<file path="src/rtl/pc_fetch_unit_pkg.sv">
// Shared types and constants for the PC / fetch-sequencing stage.
package pc_fetch_unit_pkg;

  localparam int unsigned XLEN = 32;
  localparam logic [XLEN-1:0] DEFAULT_EXIT_CODE = 32'd10;

  // Fetch sequencer state encoding
  typedef enum logic {
    ST_RUN  = 1'b0,
    ST_HALT = 1'b1
  } state_e;

  // Decoder control outputs that steer the next PC
  typedef struct packed {
    logic beq;
    logic bne;
    logic j;
    logic jal;
    logic jr;
    logic syscall;
  } ctrl_t;

  // Sign-extended word offset of a branch immediate, in bytes
  function automatic logic [XLEN-1:0] branch_offset(input logic [15:0] imm);
    return {{14{imm[15]}}, imm, 2'b00};
  endfunction

endpackage

</file>
<file path="src/rtl/pc_fetch_unit_next_pc_sel.sv">
// Combinational next-PC resolution: syscall > jr > j/jal > taken branch > pc+4.
module pc_fetch_unit_next_pc_sel
  import pc_fetch_unit_pkg::*;
(
  input  logic [XLEN-1:0] pc_plus4,
  input  logic [25:0]     target,
  input  logic [29:0]     rs_word,
  input  logic            equal,
  input  ctrl_t           ctrl,
  output logic [XLEN-1:0] next_pc,
  output logic            br_taken,
  output logic            jmp_taken
);

  logic br_cond;

  assign br_cond = (ctrl.beq & equal) | (ctrl.bne & ~equal);

  // Priority select of the next PC and the taken flags for the stats counters
  always_comb begin
    next_pc   = pc_plus4;
    br_taken  = 1'b0;
    jmp_taken = 1'b0;
    if (ctrl.syscall) begin
      next_pc = pc_plus4;
    end else if (ctrl.jr) begin
      next_pc   = {rs_word, 2'b00};
      jmp_taken = 1'b1;
    end else if (ctrl.j | ctrl.jal) begin
      next_pc   = {pc_plus4[31:28], target, 2'b00};
      jmp_taken = 1'b1;
    end else if (br_cond) begin
      next_pc  = pc_plus4 + branch_offset(target[15:0]);
      br_taken = 1'b1;
    end
  end

endmodule

</file>
<file path="src/rtl/pc_fetch_unit.sv">
// PC register and fetch sequencer: next-PC update, syscall halt/resume, display latch.
// Optional statistics counters are built when PC_STATS_EN is defined.
module pc_fetch_unit
  import pc_fetch_unit_pkg::*;
#(
  parameter logic [31:0]  RESET_PC  = 32'h0000_0000,
  parameter int unsigned  IMEM_AW   = 10,
  parameter logic [31:0]  EXIT_CODE = DEFAULT_EXIT_CODE
) (
  input  logic               clk,
  input  logic               rst,
  input  logic               go,
  input  logic [31:0]        instr,
  input  logic [31:0]        rs_data,
  input  logic               equal,
  input  logic               beq,
  input  logic               bne,
  input  logic               j,
  input  logic               jal,
  input  logic               jr,
  input  logic               syscall,
  input  logic [31:0]        v0,
  input  logic [31:0]        a0,
  output logic [31:0]        pc,
  output logic [31:0]        pc_plus4,
  output logic [IMEM_AW-1:0] imem_addr,
  output logic               run_en,
  output logic               halted,
  output logic [31:0]        disp_data,
  output logic               disp_valid,
  output logic [31:0]        cycle_cnt,
  output logic [31:0]        jump_cnt,
  output logic [31:0]        btaken_cnt
);

  state_e      state, state_nx;
  logic        go_q;
  logic [31:0] pc_nx;
  logic [31:0] disp_data_nx;
  logic        disp_valid_nx;
  logic [31:0] sel_pc;
  logic        br_taken;
  logic        jmp_taken;
  ctrl_t       ctrl;

  // Opcode/funct bits and the low jr target bits play no part here
  logic unused_bits;
  assign unused_bits = &{1'b0, instr[31:26], rs_data[1:0]};

  assign ctrl      = {beq, bne, j, jal, jr, syscall};
  assign pc_plus4  = pc + 32'd4;
  assign imem_addr = pc[IMEM_AW+1:2];
  assign run_en    = (state == ST_RUN);
  assign halted    = (state == ST_HALT);

  pc_fetch_unit_next_pc_sel u_next_pc_sel (
    .pc_plus4  (pc_plus4),
    .target    (instr[25:0]),
    .rs_word   (rs_data[31:2]),
    .equal     (equal),
    .ctrl      (ctrl),
    .next_pc   (sel_pc),
    .br_taken  (br_taken),
    .jmp_taken (jmp_taken)
  );

  // State, PC, go edge detector and display registers
  always_ff @(posedge clk or posedge rst) begin
    if (rst) begin
      state      <= ST_RUN;
      go_q       <= 1'b0;
      pc         <= RESET_PC;
      disp_data  <= 32'd0;
      disp_valid <= 1'b0;
    end else begin
      state      <= state_nx;
      go_q       <= go;
      pc         <= pc_nx;
      disp_data  <= disp_data_nx;
      disp_valid <= disp_valid_nx;
    end
  end

  // Next state, next PC and display update; HALT ignores all control inputs
  always_comb begin
    state_nx      = state;
    pc_nx         = pc;
    disp_data_nx  = disp_data;
    disp_valid_nx = 1'b0;
    unique case (state)
      ST_RUN: begin
        pc_nx = sel_pc;
        if (syscall) begin
          if (v0 == EXIT_CODE) begin
            state_nx = ST_HALT;
          end else begin
            disp_data_nx  = a0;
            disp_valid_nx = 1'b1;
          end
        end
      end
      ST_HALT: begin
        if (go & ~go_q) begin
          state_nx = ST_RUN;
        end
      end
      default: state_nx = ST_RUN;
    endcase
  end

`ifdef PC_STATS_EN
  logic [31:0] cycle_q;
  logic [31:0] jump_q;
  logic [31:0] btaken_q;

  // Statistics counters, advancing only while running
  always_ff @(posedge clk or posedge rst) begin
    if (rst) begin
      cycle_q  <= 32'd0;
      jump_q   <= 32'd0;
      btaken_q <= 32'd0;
    end else if (state == ST_RUN) begin
      cycle_q <= cycle_q + 32'd1;
      if (jmp_taken) jump_q   <= jump_q + 32'd1;
      if (br_taken)  btaken_q <= btaken_q + 32'd1;
    end
  end

  assign cycle_cnt  = cycle_q;
  assign jump_cnt   = jump_q;
  assign btaken_cnt = btaken_q;
`else
  logic unused_stats;
  assign unused_stats = &{1'b0, br_taken, jmp_taken};

  assign cycle_cnt  = 32'd0;
  assign jump_cnt   = 32'd0;
  assign btaken_cnt = 32'd0;
`endif

endmodule

</file>
<file path="config.mk">
export PLATFORM = sky130hd
export DESIGN_NAME = pc_fetch_unit
export DESIGN_NICKNAME = d
export VERILOG_FILES = /design/src/rtl/pc_fetch_unit_pkg.sv /design/src/rtl/pc_fetch_unit_next_pc_sel.sv /design/src/rtl/pc_fetch_unit.sv
export SDC_FILE = /design/constraint.sdc
export NUM_CORES = 1
export LEC_CHECK = 0
export BUFFER_PORTS_ARGS = -buffer_cell sky130_fd_sc_hd__buf_2
export CAP_MARGIN = 40
export CORE_AREA = 2 2 132 134
export CTS_CLUSTER_SIZE = 14
export DETAILED_ROUTE_END_ITERATION = 10
export DIE_AREA = 0 0 134 136
export PLACE_DENSITY = 0.79
export REMOVE_ABC_BUFFERS = 1
export SLEW_MARGIN = 20
export SYNTH_ARGS = -nofsm -noshare
export SYNTH_HDL_FRONTEND = slang
export SYNTH_SLANG_ARGS = --single-unit
</file>
<file path="constraint.sdc">
create_clock -name clk -period 4.2 [get_ports clk]
set_input_delay 0.84 -clock clk [delete_from_list [all_inputs] [get_ports clk]]
set_output_delay 0.84 -clock clk [all_outputs]
set_load 0.005 [all_outputs]
</file>
==> run summary, run 1 <==
Status - finished, final reports clean
Maximum operating frequency - 256 MHz
Drt wl/cell - 17.0 µm
Ys async rst share - 100%
Initial antenna violation count - 2
Slew Viols, Final - 0
Worst Setup End Kind - flip-flop
Overall die area - 0.0182 mm²
Setup ws final - 0.294 ns
Uppermost layer routed - met5
Worst Skew - 0.00634 ns
Endpoints failing setup - 0
Share of the synthesized area in the top cell type - 25.5%
EDFF count, synth - 0
Area of the core - 0.0169 mm²
Sequential fraction of the synthesis area - 25.5%
Tmin final - 3.91 ns
Drt via density - 5.17
Htree depth - 3
Synth Instances - 821
Max cap viols - 0
CTS Buf Count - 9
GR Overflow Total - 0
Routability cong. - 0.952
Max-Slew Margin vs Limit - 48.1%
Area grow syn2layout - 23.6%
Drt initial violations - 437
Drt total wl - 22000 µm
Yosys Warn Count - 0
Crit-path max FO - 7
Clock Tree Buf Depth - 2
Via Count - 6664
Metal3 WL - 1600 µm
DRC Markers - 0
Final hold slack - 0.468 ns
Commonest cells in the synthesized netlist - nand2_1 (159), buf_4 (110), dfrtp_1 (65), a21oi_1 (58), nor2_1 (55)
Height of the chip - 136 µm
Initial core utilization - 37.8%
Latest clock arrival within the worst-skew pair - 0.34 ns
Nets - 1234
Post-synthesis xor/xnor area fraction - 7.54%
Share of cells above drive strength 1 - 29.5%
Element type at the critical path start - flip-flop
Biggest area consumer among synthesized cells - dfrtp_1
Ys flop type - dfrtp_1
Leak - 4.01 nW
WS Path Type - flip-flop to flip-flop
First-pass GRT wire length - 32400 µm
Synthesized cell area - 0.00637 mm²
Syn avg cell area - 7.76 µm²
Drt first pass iters - 5
Max IR drop VDD - 205 µV
Count leader, synth - nand2_1
Mux cell area share after synthesis - 0.491%
Placed insts - 1272
GRT Total Usage - 22.9%
Clock-pin slew on the worst setup and hold paths - 0.06 ns
Yosys reg bits - 65
Largest family of logic cells by synthesized area - compound AO/OA/AOI/OAI gates
Largest net degree at the start of global routing - 37
Root buffer cell - clkbuf_16
M1 wire length - 9380 µm
Hpwl dp - 16800 µm
Die X - 134 µm
Met2 Wirelength - 10200 µm
RSZ-0062 raised after global routing - no
CTS tree - built
Hold Fails Final Rpt - 0
Std-Cell Rows - 48
Hold Crit Class - flip-flop to flip-flop
Worst EP arrival - 4.11 ns
Worst slew pin tran - 0.777 ns
Ports - 343
Post-route clock period utilization - 93.0%
I/O Buffers - 234
Compound-cell area share of the yosys netlist - 22.9%
Fin cells - 1290
Vias in the first global route - 5975
Clock Sink Count - 65
Adder-Cell Fraction of Synth Area - 7.38%
CP required - 4.40 ns
Yosys cell types - 76
TNS Setup - 0 ns
Simple-Gate Fraction of Synth Area - 20.3%
PD cells - 354 mW/mm²
Pre-CTS worst setup slack - 0.308 ns
Synth top area cells - dfrtp_1 (26%), buf_4 (13%), nand2_1 (9.4%)
Final antenna-violating net count - 0
-- placed cells by master (no fill, tap or decap), types with 15 or more instances in the layout --
cell type  instances
ha_1              35
xnor2_1           28
dfrtp_1           63
xor2_1            25
inv_1             15
buf_4             36
a21oi_1           58
nand2_1          159
o21ai_0           43
buf_2            234
nor2_1            55
conb_1           100
-- stage by stage --
stage | power [W] | area, µm² | utilization [%]
4_1_cts | 0.00278 | 7870 | 46.6
3_5_place_dp | 0.00187 | 7520 | 44.6
6_report | 0.00279 | 7880 | 46.7
2_1_floorplan | 0.00145 | 5800 | -
5_1_grt | 0.00295 | 7880 | 46.7
3_3_place_gp | 0.00185 | 7510 | 44.5
-- registers in the layout (all words and copies together) (netlist names) --
signal,cells
disp_data,32
pc,30
disp_valid,1
halted,1
go_q,1
-- logic make-up (layout without fill, tap and decap cells) --
kind of cell    Yosys count  in the layout
other cells               1            101
simple gates            289            289
fa+ha+maj                37             37
mux                       3              3
buf+inv                 159            303
xor+xnor                 54             54
compound gates          213            213
flops                    65             65
-- path summary, 6_finish.rpt --
kind / slack (ns) / from / cells past startpoint / to
min reg2reg: 0.47 / disp_data[24]$_DFFE_PP0P_ / 2 / disp_data[24]$_DFFE_PP0P_
max in group asynchronous: 2.60 / rst / 3 / pc[2]$_DFFE_PP0N_
max reg2reg: 0.29 / pc[5]$_DFFE_PP0N_ / 16 / pc[31]$_DFFE_PP0N_
min in group asynchronous: 0.63 / rst / 2 / disp_data[15]$_DFFE_PP0P_
max: 0.29 / pc[5]$_DFFE_PP0N_ / 16 / pc[31]$_DFFE_PP0N_
min: 0.47 / disp_data[24]$_DFFE_PP0P_ / 2 / disp_data[24]$_DFFE_PP0P_
-- routing by layer --
metal	up-vias	global-route usage [%]
met1	3107	30.5
met3	63	4.21
met4	2	11.8
met5	-	0
met2	325	35.6
li1	3167	-
-- where the power goes --
group | switching [W] | total (W) | internal (W) | leakage [nW]
sequential | 0.0000785 | 0.000775 | 0.000697 | 0.781
combinational | 0.000627 | 0.00111 | 0.000481 | 3.06
clock | 0.000320 | 0.000904 | 0.000584 | 0.163
-- worst max-delay path, stage by stage, from the launching register on --
cell and delay (ns):
dfrtp_1 0.45, and3_1 0.25, and4_1 0.24, and3_1 0.32, nand2_1 0.10, xor2_1 0.24, inv_1 0.12, ha_1 0.34
o21ai_0 0.11, o21bai_1 0.18, a21oi_1 0.24, a211oi_4 0.10, o22a_4 0.24, o31a_1 0.30, and3_4 0.19, o311ai_2 0.22
o311ai_1 0.13
-- area by class of cell --
cell class | count | area, µm²
Antenna cell | 1 | 2.50
Clock buffer | 10 | 229
Clock inverter | 6 | 115
Fill cell | 1655 | 8990
Inverter | 17 | 63.8
Multi-Input combinational cell | 696 | 4120
Sequential cell | 65 | 1630
Tap cell | 225 | 282
Timing Repair Buffer | 270 | 1440
-- timing repair --
item / in CTS / in global routing
buffers inserted: 0 / 1
hold buffers: 0 / 0
setup endpoints to repair: 0 / 2
gates resized for setup: 0 / 3
No activity file was read; power rests on OpenSTA's default activity.
==> run 2: changes to the inputs <==
==> constraint.sdc (replaced) <==
create_clock -name clk -period 4.1 [get_ports clk]
set_input_delay 0.82 -clock clk [delete_from_list [all_inputs] [get_ports clk]]
set_output_delay 0.82 -clock clk [all_outputs]
set_load 0.005 [all_outputs]
==> run summary, run 2 (synthesized netlist as in run 1, its figures left out) <==
Worst path max stage delay - 0.42 ns
Root buffer cell - clkbuf_16
Max-Slew Margin vs Limit - 54.2%
Max cap viols - 0
Largest net degree at the start of global routing - 41
Worst Setup End Kind - flip-flop
Hold Crit Class - flip-flop to flip-flop
Hpwl dp - 16900 µm
Largest register FFs - 32
WS Path Type - flip-flop to flip-flop
Via Count - 6749
Fin cells - 1292
Post-CTS setup buffers - 0
Nets - 1236
RSZ-0062 raised after global routing - no
CTS Buf Count - 9
Routability cong. - 0.946
Clock-pin slew on the worst setup and hold paths - 0.06 ns
Reg area - 0.00163 mm²
Height of the chip - 136 µm
TNS Setup - 0 ns
CP required - 4.30 ns
Number of fill cells - 1670
Drt initial violations - 475
Area of the core - 0.0169 mm²
Overall die area - 0.0182 mm²
Initial antenna violation count - 2
Endpoints failing setup - 0
Top flop regs - disp_data x32, pc x30
DRC Markers - 0
Post-route clock period utilization - 94.4%
Top reg by flops - disp_data
Clock Sink Count - 65
Max IR drop VDD - 198 µV
Die X - 134 µm
Crit-path max FO - 6
Element type at the critical path start - flip-flop
Clock Tree Buf Depth - 2
Htree depth - 3
Status - finished, final reports clean
Most used cell, CP - and3_1
PD cells - 354 mW/mm²
Drt total wl - 22000 µm
Drt first pass iters - 6
Share of cells above drive strength 1 - 29.8%
GR Overflow Total - 0
Worst Skew - 0.00981 ns
Maximum operating frequency - 258 MHz
Worst slew pin tran - 0.685 ns
Worst EP arrival - 4.07 ns
Slew Viols, Final - 0
Worst-path cell chain - and3_1 > and4_1 > and3_1 > nand2_1 > xor2_1 > inv_1 > ha_1 > o21ai_0 > o21bai_1 > a21oi_1 > a211oi_4 > o22a_4 > o31a_1 > and3_4 > o311ai_2 > o311ai_1
Placed insts - 1275
Most common cell after layout, fill and taps aside - buf_2
Drt via density - 5.22
Initial core utilization - 37.8%
Drt wl/cell - 17.0 µm
Leak - 4.01 nW
GRT Total Usage - 23.0%
I/O Buffers - 234
Most frequent cells in the layout - buf_2 (234), nand2_1 (159), conb_1 (100)
Final antenna-violating net count - 0
Latest clock arrival within the worst-skew pair - 0.34 ns
Std-Cell Rows - 48
Vias in the first global route - 6061
Area grow syn2layout - 23.9%
Tmin final - 3.87 ns
Crit-path slowest cell - dfrtp_1
Ports - 343
Multi-input logic area - 0.00413 mm²
CTS tree - built
First-pass GRT wire length - 32800 µm
Hold Fails Final Rpt - 0
Final hold slack - 0.470 ns
-- run 2: what timing repair did --
item	CTS	global route
endpoints found under the setup margin	0	4
resized for setup	0	5
hold buffers	0	0
-- run 2: final cells by class --
| type | count | area share [%] |
|---|---|---|
| Antenna cell | 1 | 0.0317 |
| Multi-Input combinational cell | 696 | 52.2 |
| Sequential cell | 65 | 20.6 |
| Inverter | 17 | 0.808 |
| Clock buffer | 10 | 2.90 |
| Timing Repair Buffer | 272 | 18.6 |
| Tap cell | 225 | 3.56 |
| Clock inverter | 6 | 1.17 |
-- run 2: worst max-delay path: cells and delay by family (launching register included) --
kind,cells,cell delay [ns]
AO/OA/AOI/OAI,8,1.49
AND/OR/NAND/NOR,5,1.08
flip-flops,1,0.42
adder cells (fa/ha/maj),1,0.34
XOR/XNOR,1,0.25
buffers and inverters,1,0.14
-- run 2: final timing paths --
check	start	endpoint	depth (start not counted)	slack (ns)
setup / recovery	pc[6]$_DFFE_PP0N_	pc[31]$_DFFE_PP0N_	16	0.23
hold / removal	disp_data[3]$_DFFE_PP0P_	disp_data[3]$_DFFE_PP0P_	2	0.47
setup reg to reg	pc[6]$_DFFE_PP0N_	pc[31]$_DFFE_PP0N_	16	0.23
hold reg to reg	disp_data[3]$_DFFE_PP0P_	disp_data[3]$_DFFE_PP0P_	2	0.47
max in group asynchronous	rst	pc[22]$_DFFE_PP0N_	3	2.97
min in group asynchronous	rst	disp_data[15]$_DFFE_PP0P_	2	0.48
-- run 2: report_power, final --
part / internal (W) / switching (W) / leakage (nW)
logic: 0.000503 / 0.000650 / 3.08
registers: 0.000714 / 0.0000788 / 0.780
clock network: 0.000535 / 0.000315 / 0.149
total: 0.00175 / 0.00104 / 4.01
-- run 2: layer usage --
metal | wire [µm] | global-route usage [%] | up-vias | part of all wire (%)
met1 | 9370 | 31.2 | 3147 | 43
met5 | 16 | 0 | - | 0.073
li1 | - | - | 3165 | -
met4 | 685 | 9.81 | 2 | 3.1
met3 | 1620 | 3.21 | 55 | 7.4
met2 | 10300 | 36.6 | 380 | 47
-- run 2: stage by stage --
stage	setup WS (ns)	power, W	area, µm²	util, %
floorplan	0.327	0.00148	5800	-
global placement	0.283	0.00190	7520	44.6
detailed placement	0.197	0.00193	7560	44.8
CTS	0.168	0.00279	7880	46.7
global route	0.00717	0.00296	7900	46.8
finish	0.230	0.00280	7900	46.8
